File: config.mk
export PLATFORM = sky130hd
export DESIGN_NAME = lcd_write_buffer
export DESIGN_NICKNAME = d
export VERILOG_FILES = /design/src/rtl/lcd_write_buffer_pkg.sv /design/src/rtl/lcd_write_buffer_fifo.sv /design/src/rtl/lcd_write_buffer.sv
export SDC_FILE = /design/constraint.sdc
export NUM_CORES = 1
export LEC_CHECK = 0
export CAP_MARGIN = 20
export CORE_AREA = 2 2 183 113
export CTS_BUF_LIST = sky130_fd_sc_hd__clkbuf_8 sky130_fd_sc_hd__clkbuf_16
export DETAILED_ROUTE_END_ITERATION = 10
export DIE_AREA = 0 0 185 115
export PLACE_DENSITY = 0.49
export SYNTH_ARGS = -nofsm -noshare
export SYNTH_HDL_FRONTEND = slang
export SYNTH_SLANG_ARGS = --single-unit
File: constraint.sdc
create_clock -name clk -period 7.8 [get_ports clk]
set_input_delay 1.56 -clock clk [delete_from_list [all_inputs] [get_ports clk]]
set_output_delay 1.56 -clock clk [all_outputs]
set_load 0.01 [all_outputs]
File: src/rtl/lcd_write_buffer_pkg.sv
// lcd_write_buffer_pkg: drain FSM encodings, LCD line codes and entry sizing shared by the write buffer
package lcd_write_buffer_pkg;
  localparam logic [1:0] ST_IDLE    = 2'd0;
  localparam logic [1:0] ST_ISSUE   = 2'd1;
  localparam logic [1:0] ST_RELEASE = 2'd2;
  localparam logic LCD_LINE_TOP    = 1'b0;
  localparam logic LCD_LINE_BOTTOM = 1'b1;
  function automatic int lcd_entry_width(input int char_width);
    return char_width + 1;
  endfunction
endpackage

File: src/rtl/lcd_write_buffer_fifo.sv
// lcd_write_buffer_fifo: register-array FIFO with flush; count is the single occupancy source
module lcd_write_buffer_fifo #(
  parameter int DATA_WIDTH = 9,
  parameter int DEPTH      = 16,
  parameter int ADDR_WIDTH = 4
) (
  input  logic                  clk,
  input  logic                  reset,
  input  logic                  push,
  input  logic                  pop,
  input  logic                  flush,
  input  logic [DATA_WIDTH-1:0] wr_data,
  output logic [DATA_WIDTH-1:0] rd_data,
  output logic [ADDR_WIDTH:0]   count,
  output logic                  full,
  output logic                  empty,
  output logic                  drop
);
  logic [DATA_WIDTH-1:0] mem_q [DEPTH];
  logic [ADDR_WIDTH-1:0] wr_ptr_q, wr_ptr_d, rd_ptr_q, rd_ptr_d;
  logic [ADDR_WIDTH:0]   count_q, count_d;
  logic                  do_push, do_pop;

  assign count   = count_q;
  assign full    = count_q == (ADDR_WIDTH+1)'(DEPTH);
  assign empty   = count_q == '0;
  assign rd_data = mem_q[rd_ptr_q];

  // flush beats push and pop; a pop frees the slot a same-cycle push on full needs
  always_comb begin
    do_pop   = pop && !flush && !empty;
    do_push  = push && !flush && (!full || do_pop);
    drop     = push && !flush && full && !do_pop;
    wr_ptr_d = flush ? '0 : wr_ptr_q + ADDR_WIDTH'(do_push);
    rd_ptr_d = flush ? '0 : rd_ptr_q + ADDR_WIDTH'(do_pop);
    count_d  = flush ? '0 : count_q + (ADDR_WIDTH+1)'(do_push) - (ADDR_WIDTH+1)'(do_pop);
  end

  // pointers and count; pointers wrap naturally since DEPTH is a power of two
  always_ff @(posedge clk or posedge reset)
    if (reset) begin
      wr_ptr_q <= '0;
      rd_ptr_q <= '0;
      count_q  <= '0;
    end else begin
      wr_ptr_q <= wr_ptr_d;
      rd_ptr_q <= rd_ptr_d;
      count_q  <= count_d;
    end

  // storage needs no reset: a slot is only read after it has been written
  always_ff @(posedge clk)
    if (do_push) mem_q[wr_ptr_q] <= wr_data;
endmodule

File: src/rtl/lcd_write_buffer.sv
// lcd_write_buffer: queues CPU LCD writes and drains them to the LCD driver over the flag/done handshake
module lcd_write_buffer
  import lcd_write_buffer_pkg::*;
#(
  parameter int DEPTH      = 16,
  parameter int ADDR_WIDTH = 4,
  parameter int CHAR_WIDTH = 8
) (
  input  logic                  clk,
  input  logic                  reset,
  input  logic                  wr_req,
  input  logic                  wr_line,
  input  logic [CHAR_WIDTH-1:0] wr_char,
  input  logic                  flush,
  output logic                  lcd_flag,
  output logic                  lcd_line,
  output logic [CHAR_WIDTH-1:0] lcd_char,
  input  logic                  lcd_done,
  output logic                  full,
  output logic                  empty,
  output logic [ADDR_WIDTH:0]   count,
  output logic                  stall,
  output logic                  overflow
);
  localparam int ENTRY_WIDTH = lcd_entry_width(CHAR_WIDTH);

  logic                   wr_req_q;
  logic [1:0]             state_q, state_d;
  logic                   lcd_flag_q, lcd_flag_d;
  logic                   lcd_line_q, lcd_line_d;
  logic [CHAR_WIDTH-1:0]  lcd_char_q, lcd_char_d;
  logic                   overflow_q, overflow_d;
  logic                   push, pop, drop;
  logic [ENTRY_WIDTH-1:0] head;

  assign lcd_flag = lcd_flag_q;
  assign lcd_line = lcd_line_q;
  assign lcd_char = lcd_char_q;
  assign overflow = overflow_q;
  assign stall    = full;

  lcd_write_buffer_fifo #(
    .DATA_WIDTH(ENTRY_WIDTH),
    .DEPTH     (DEPTH),
    .ADDR_WIDTH(ADDR_WIDTH)
  ) u_fifo (
    .clk    (clk),
    .reset  (reset),
    .push   (push),
    .pop    (pop),
    .flush  (flush),
    .wr_data({wr_line, wr_char}),
    .rd_data(head),
    .count  (count),
    .full   (full),
    .empty  (empty),
    .drop   (drop)
  );

  // one push per wr_req pulse, on its first cycle
  always_comb push = wr_req && !wr_req_q;

  // drain FSM: pop in IDLE, request through ISSUE, wait for done to clear in RELEASE
  always_comb begin
    pop     = state_q == ST_IDLE && !empty && !flush;
    state_d = state_q;
    case (state_q)
      ST_IDLE:    state_d = pop ? ST_ISSUE : ST_IDLE;
      ST_ISSUE:   state_d = lcd_done ? ST_RELEASE : ST_ISSUE;
      ST_RELEASE: state_d = lcd_done ? ST_RELEASE : ST_IDLE;
      default:    state_d = ST_IDLE;
    endcase
    lcd_flag_d = state_q == ST_ISSUE && !lcd_done;
    lcd_line_d = pop ? (head[CHAR_WIDTH] ? LCD_LINE_BOTTOM : LCD_LINE_TOP) : lcd_line_q;
    lcd_char_d = pop ? head[CHAR_WIDTH-1:0] : lcd_char_q;
    overflow_d = !flush && (overflow_q || drop);
  end

  // output, FSM and edge-detector registers; reset drops lcd_flag immediately
  always_ff @(posedge clk or posedge reset)
    if (reset) begin
      wr_req_q   <= 1'b0;
      state_q    <= ST_IDLE;
      lcd_flag_q <= 1'b0;
      lcd_line_q <= LCD_LINE_TOP;
      lcd_char_q <= '0;
      overflow_q <= 1'b0;
    end else begin
      wr_req_q   <= wr_req;
      state_q    <= state_d;
      lcd_flag_q <= lcd_flag_d;
      lcd_line_q <= lcd_line_d;
      lcd_char_q <= lcd_char_d;
      overflow_q <= overflow_d;
    end
endmodule

==> impl_metrics.ini, run 1 <==
[clock_network]
cts_tree = yes
cts_buffers = 17
cts_buffer_depth = 2
cts-root-buf = clkbuf_16
post-cts-setup-buffer-count = 0
post_cts_resized = 0
htree_levels = 4
clock-sinks = 171
ctsHoldBuffers = 0
clock_latency_ns = 0.42
path_clk_slew_ns = 0.07

[critical_path]
cp-start-kind = input port
slowest_stage = nor2_1
end_kind = flip-flop
critical-path-top-delay-family = simple AND/OR/NAND/NOR gates
slowest_delay_ns = 0.79
required_ns = 7.85
crit_type = input port to flip-flop
critPathMaxFanout = 16
cp_cell_sequence = clkdlybuf4s50_1 -> or3_4 -> a2111oi_4 -> nand3_1 -> nor2_1
worstPathBufferInverterCount = 1
worst-endpoint-arrival_ns = 4.51

[place]
dpl_cell_area_um2 = 7410
dpl.hpwl_mm = 9.73
numPortBuffers = 32
gp_congestion = 0.770

[grt]
grt_overflow = 0
grt_pass1_wl_mm = 22.3
grt_max_degree = 39
antenna_found_initial = 0
grt_pass1_vias = 3388
grt_use_total = 0.151

[floorplan]
die_x_um = 185
die_h_um = 115
initial_utilization = 0.346
core_area_um2 = 19600
die-area_um2 = 21300
rows = 40
ios = 33

[final_layout]
area_delta_synth_final_pct = 18.8
postLayoutCellArea_um2 = 8060
register_area_um2 = 5000
final_cell_mix = edfxtp_1 (144), mux4_2 (36), clkdlybuf4s50_1 (32)
drive_above_1_share = 0.205
final_common_cell = edfxtp_1
diodes = 0
multi_input_area_um2 = 1660
fill_cells = 1777
nNetsFinal = 416

[timing]
maxSlewHeadroom = 0.368
period_minus_slack_ns = 4.46
final-setup-viol-count = 0
worstMarginPinSlew_ns = 0.945
fmax_mhz = 224
rsz0062_at_grt = false
timing.final.crit_share = 0.572
drv_slew = 0
hold_viol_final = 0
fin_tns_setup_ns = 0
fin_skew_ns = 0.0111

[yosys]
synth_area_per_cell_um2 = 19.4
ys_ff_latch = 171
yosys.area.top_type_share = 0.638
ys_async_sr_fraction = 0.158
ys_types = 38
synth_enable_flop_cells = 144
synth.yosys.warnings = 0
synth_nets = 375
synth_ff_type = edfxtp_1
seq_area_frac_synth = 0.737
synth_top_area_cell = edfxtp_1
syn_area_um2 = 6780
synth_area_leaders = edfxtp_1 (64%), mux4_2 (12%), dfrtp_1 (10%), ha_1 (1.8%), nor2_1 (1.5%)
synthCells = 350

[power_and_ir_drop]
ir_drop_v = 0.000143
p_per_area_nw_per_um2 = 316
leakage_nw = 2.64

[route]
drtAntennaViolNets = 0
dr.first_iter.drc_count = 259
vias_per_cell = 5.04
firstDrtPassIters = 4
vias = 3410
post_drt_wl_per_cell_um = 22.5
drcViolationCount = 0
wirelength_mm = 15.2

[flow_run]
maxCapViolations = 0

[worst_hold_path]
hold_class = flip-flop to flip-flop

[run_status]
status = complete, no violations
cell usage after synthesis, types with 2 or more instances:
cell      instances
nor2_1           27
nor3_1            4
buf_4             4
nor3b_2           2
mux4_2           36
buf_1             3
and2_1            2
xor2_1            4
nand2b_1          4
o22ai_1           9
dfrtp_1          27
clkbuf_1          6
nand3b_1          2
and2b_1           2
ha_1             10
nor4b_1           2
nand3_1           4
xnor2_1           3
nor2b_1           6
a21oi_1           2
inv_1            11
buf_2             5
mux2i_1           9
a221oi_1          9
edfxtp_1        144
worst paths after layout:
check                                 from             endpoint  slack [ns]  cells past startpoint
max                                  flush  u_fifo.mem_q[15][2]        3.34                      5
max reg2reg                u_fifo.count[3]      u_fifo.count[4]        4.74                     14
max in group asynchronous            reset   u_fifo.rd_ptr_q[0]        6.01                      3
min reg2reg                     state_q[1]             lcd_flag        0.51                      1
min in group asynchronous            reset             wr_req_q        1.38                      2
min                             state_q[1]             lcd_flag        0.51                      1
registers in the layout, summed over array words and instances (netlist names):
| signal | flops |
|---|---|
| u_fifo.count | 5 |
| u_fifo.wr_ptr_q | 4 |
| lcd_char | 8 |
| overflow | 1 |
| lcd_line | 1 |
| wr_req_q | 1 |
| lcd_flag | 1 |
| state_q | 2 |
| u_fifo.mem_q | 144 |
| u_fifo.rd_ptr_q | 4 |
report_power, final:
group          switching [mW]  total, mW  internal, mW
registers              0.0417       1.08          1.04
logic                   0.289      0.586         0.297
clock network           0.364      0.875         0.511
layout make-up:
cell class | instances | share of cell area
clock inverters | 15 | 0.0234
repair buffers | 40 | 0.0497
clock buffers | 17 | 0.0528
flip-flops and latches | 171 | 0.621
well taps | 273 | 0.0424
multi-input cells | 150 | 0.206
inverters | 11 | 0.00512
per-stage QoR:
stage	power [mW]	utilization	instances	hold WS [ns]	worst slack, ns
finish	2.54	0.411	677	0.509	3.34
global route	2.66	0.411	677	0.530	3.16
CTS	2.57	0.409	675	0.509	3.30
detailed placement	1.70	0.378	643	0.499	2.85
global placement	1.69	0.378	643	0.487	2.93
floorplan	1.47	-	350	0.456	3.93
per-layer routing:
layer  wire, um  up-vias  global-route usage  share of wire
met4        131        0              0.0429         0.0086
met1       7860     1819               0.239           0.52
li1           -     1475                   -              -
met5          0        -                   0              0
met2       6280      104               0.205           0.41
met3        957       12              0.0364          0.063
logic make-up after synthesis:
group | after synthesis | synth area share
DFF | 171 | 0.737
AOI/OAI and AO/OA | 26 | 0.0308
xor gates and xnor gates | 7 | 0.00904
buffers and inverters | 29 | 0.0192
muxes | 45 | 0.133
adders and majority gates | 11 | 0.0214
and+or+nand+nor | 61 | 0.0496
Note: power is estimated with default switching activity, not from simulation.
==> inputs of run 2 (changes only) <==
Clock period 7.8 ns to 4.5 ns, I/O delays scaled along.
==> run 2 against run 1 <==
Net effect: via count is 2.1% lower; setup slack worse by 2.0 ns; worst hold slack lost 0.0095 ns; clock power grew 61%.
==> impl_metrics.ini, run 2 (same netlist as run 1, synthesis figures left out) <==
[timing]
period_minus_slack_ns = 3.12
drv_slew = 0
fmax_mhz = 320
final-setup-viol-count = 0
fin_tns_setup_ns = 0
hold_viol_final = 0
timing.final.crit_share = 0.694
setup_ws_ns = 1.38
worstMarginPinSlew_ns = 0.926
rsz0062_at_grt = false
fin_skew_ns = 0.00980
maxSlewHeadroom = 0.382

[critical_path]
end_kind = output port
cp_cell_sequence = inv_1 -> ha_1 -> nor4b_1 -> clkdlybuf4s50_1
slowest_delay_ns = 0.65
worst-endpoint-arrival_ns = 2.22
cp-start-kind = flip-flop
critPathMaxFanout = 3
crit_type = flip-flop to output port
required_ns = 3.60
slowest_stage = clkdlybuf4s50_1

[run_status]
status = complete, no violations

[place]
dpl_cell_area_um2 = 7520
numPortBuffers = 32
place_ws_ns = 0.963
dpl.hpwl_mm = 9.26
placed_cells = 658
gp_congestion = 0.715

[final_layout]
final_common_cell = edfxtp_1
drive_above_1_share = 0.231
top_register = u_fifo.mem_q
fin_cells = 689
largest_reg_flops = 144
final_cell_mix = edfxtp_1 (144), mux4_2 (36), clkdlybuf4s50_1 (32)
fill_cells = 1762
nNetsFinal = 429
postLayoutCellArea_um2 = 8110
area_delta_synth_final_pct = 19.5
diodes = 0

[route]
drtAntennaViolNets = 0
vias = 3337
vias_per_cell = 4.84
firstDrtPassIters = 4
drcViolationCount = 0
post_drt_wl_per_cell_um = 20.9
dr.first_iter.drc_count = 174
wirelength_mm = 14.4

[power_and_ir_drop]
leakage_nw = 2.67
ir_drop_v = 0.000240
p_per_area_nw_per_um2 = 525

[grt]
grt_use_met3 = 0.0288
grt_use_total = 0.147
grt_pass1_vias = 3513
antenna_found_initial = 0
grt_pass1_wl_mm = 22.1
grt_max_degree = 21
met2_usage = 0.219
grt_overflow = 0
use_met1 = 0.218
top_usage_layer = met2

[clock_network]
cts_tree = yes
path_clk_slew_ns = 0.07
htree_levels = 4
post_cts_resized = 0
cts-root-buf = clkbuf_16
clock-sinks = 171
post-cts-setup-buffer-count = 0
cts_buffer_depth = 2
ctsHoldBuffers = 0
cts_buffers = 17
clock_latency_ns = 0.42

[floorplan]
core_area_um2 = 19600
die_h_um = 115
initial_utilization = 0.346
rows = 40
ios = 33
die_x_um = 185
die-area_um2 = 21300

[worst_hold_path]
hold_class = flip-flop to flip-flop

[flow_run]
maxCapViolations = 0
run 2: cell types whose count changed in the layout (fill, tap and decap cells not counted):
cell,delta
bufinv_16,-3
buf_16,-1
buf_4,+14
clkinv_8,+3
clkinv_2,-3
inv_6,-4
clkinvlp_4,+2
clkinv_4,+2
clkinv_1,-1
inv_8,+3
run 2: area by class of cell:
| cell class | instances | area, um^2 | area share |
|---|---|---|---|
| flip-flops and latches | 171 | 5000 | 0.617 |
| multi-input cells | 150 | 1660 | 0.205 |
| repair buffers | 53 | 478 | 0.0590 |
| clock buffers | 17 | 425 | 0.0525 |
| well taps | 273 | 342 | 0.0421 |
| clock inverters | 14 | 160 | 0.0198 |
| inverters | 11 | 41.3 | 0.00509 |
run 2: where the power goes:
part           total, mW  switching (mW)  internal, mW
Combinational      0.925           0.407         0.518
Clock               1.41           0.670         0.739
Sequential          1.92           0.121          1.80
run 2: final timing paths:
| check | from | to | slack [ns] | cells past startpoint |
|---|---|---|---|---|
| setup / recovery | u_fifo.count[2] | empty | 1.38 | 4 |
| hold / removal | state_q[1] | lcd_flag | 0.50 | 1 |
| setup reg to reg | u_fifo.count[2] | u_fifo.count[4] | 1.69 | 13 |
| hold reg to reg | state_q[1] | lcd_flag | 0.50 | 1 |
| max in group asynchronous | reset | wr_req_q | 2.89 | 3 |
| min in group asynchronous | reset | lcd_char[6] | 0.96 | 2 |
run 2: metal layers:
layer,share of wire,vias up
met5,0,-
met4,0.011,0
met3,0.035,16
met2,0.45,58
met1,0.51,1752
li1,-,1511
run 2: metrics by stage:
stage | power, mW | hold WS (ns) | util
after floorplan | 2.56 | 0.456 | -
after global placement | 2.90 | 0.484 | 0.383
after detailed placement | 2.91 | 0.494 | 0.383
after CTS | 4.32 | 0.504 | 0.413
after global routing | 4.48 | 0.541 | 0.413
final | 4.26 | 0.499 | 0.413
run 2: worst max-delay path: cells and delay by family, from the launching register on:
kind	cells	cell delay, ns
simple gates	1	0.50
buf+inv	2	0.74
flops	1	0.40
fa+ha+maj	1	0.17
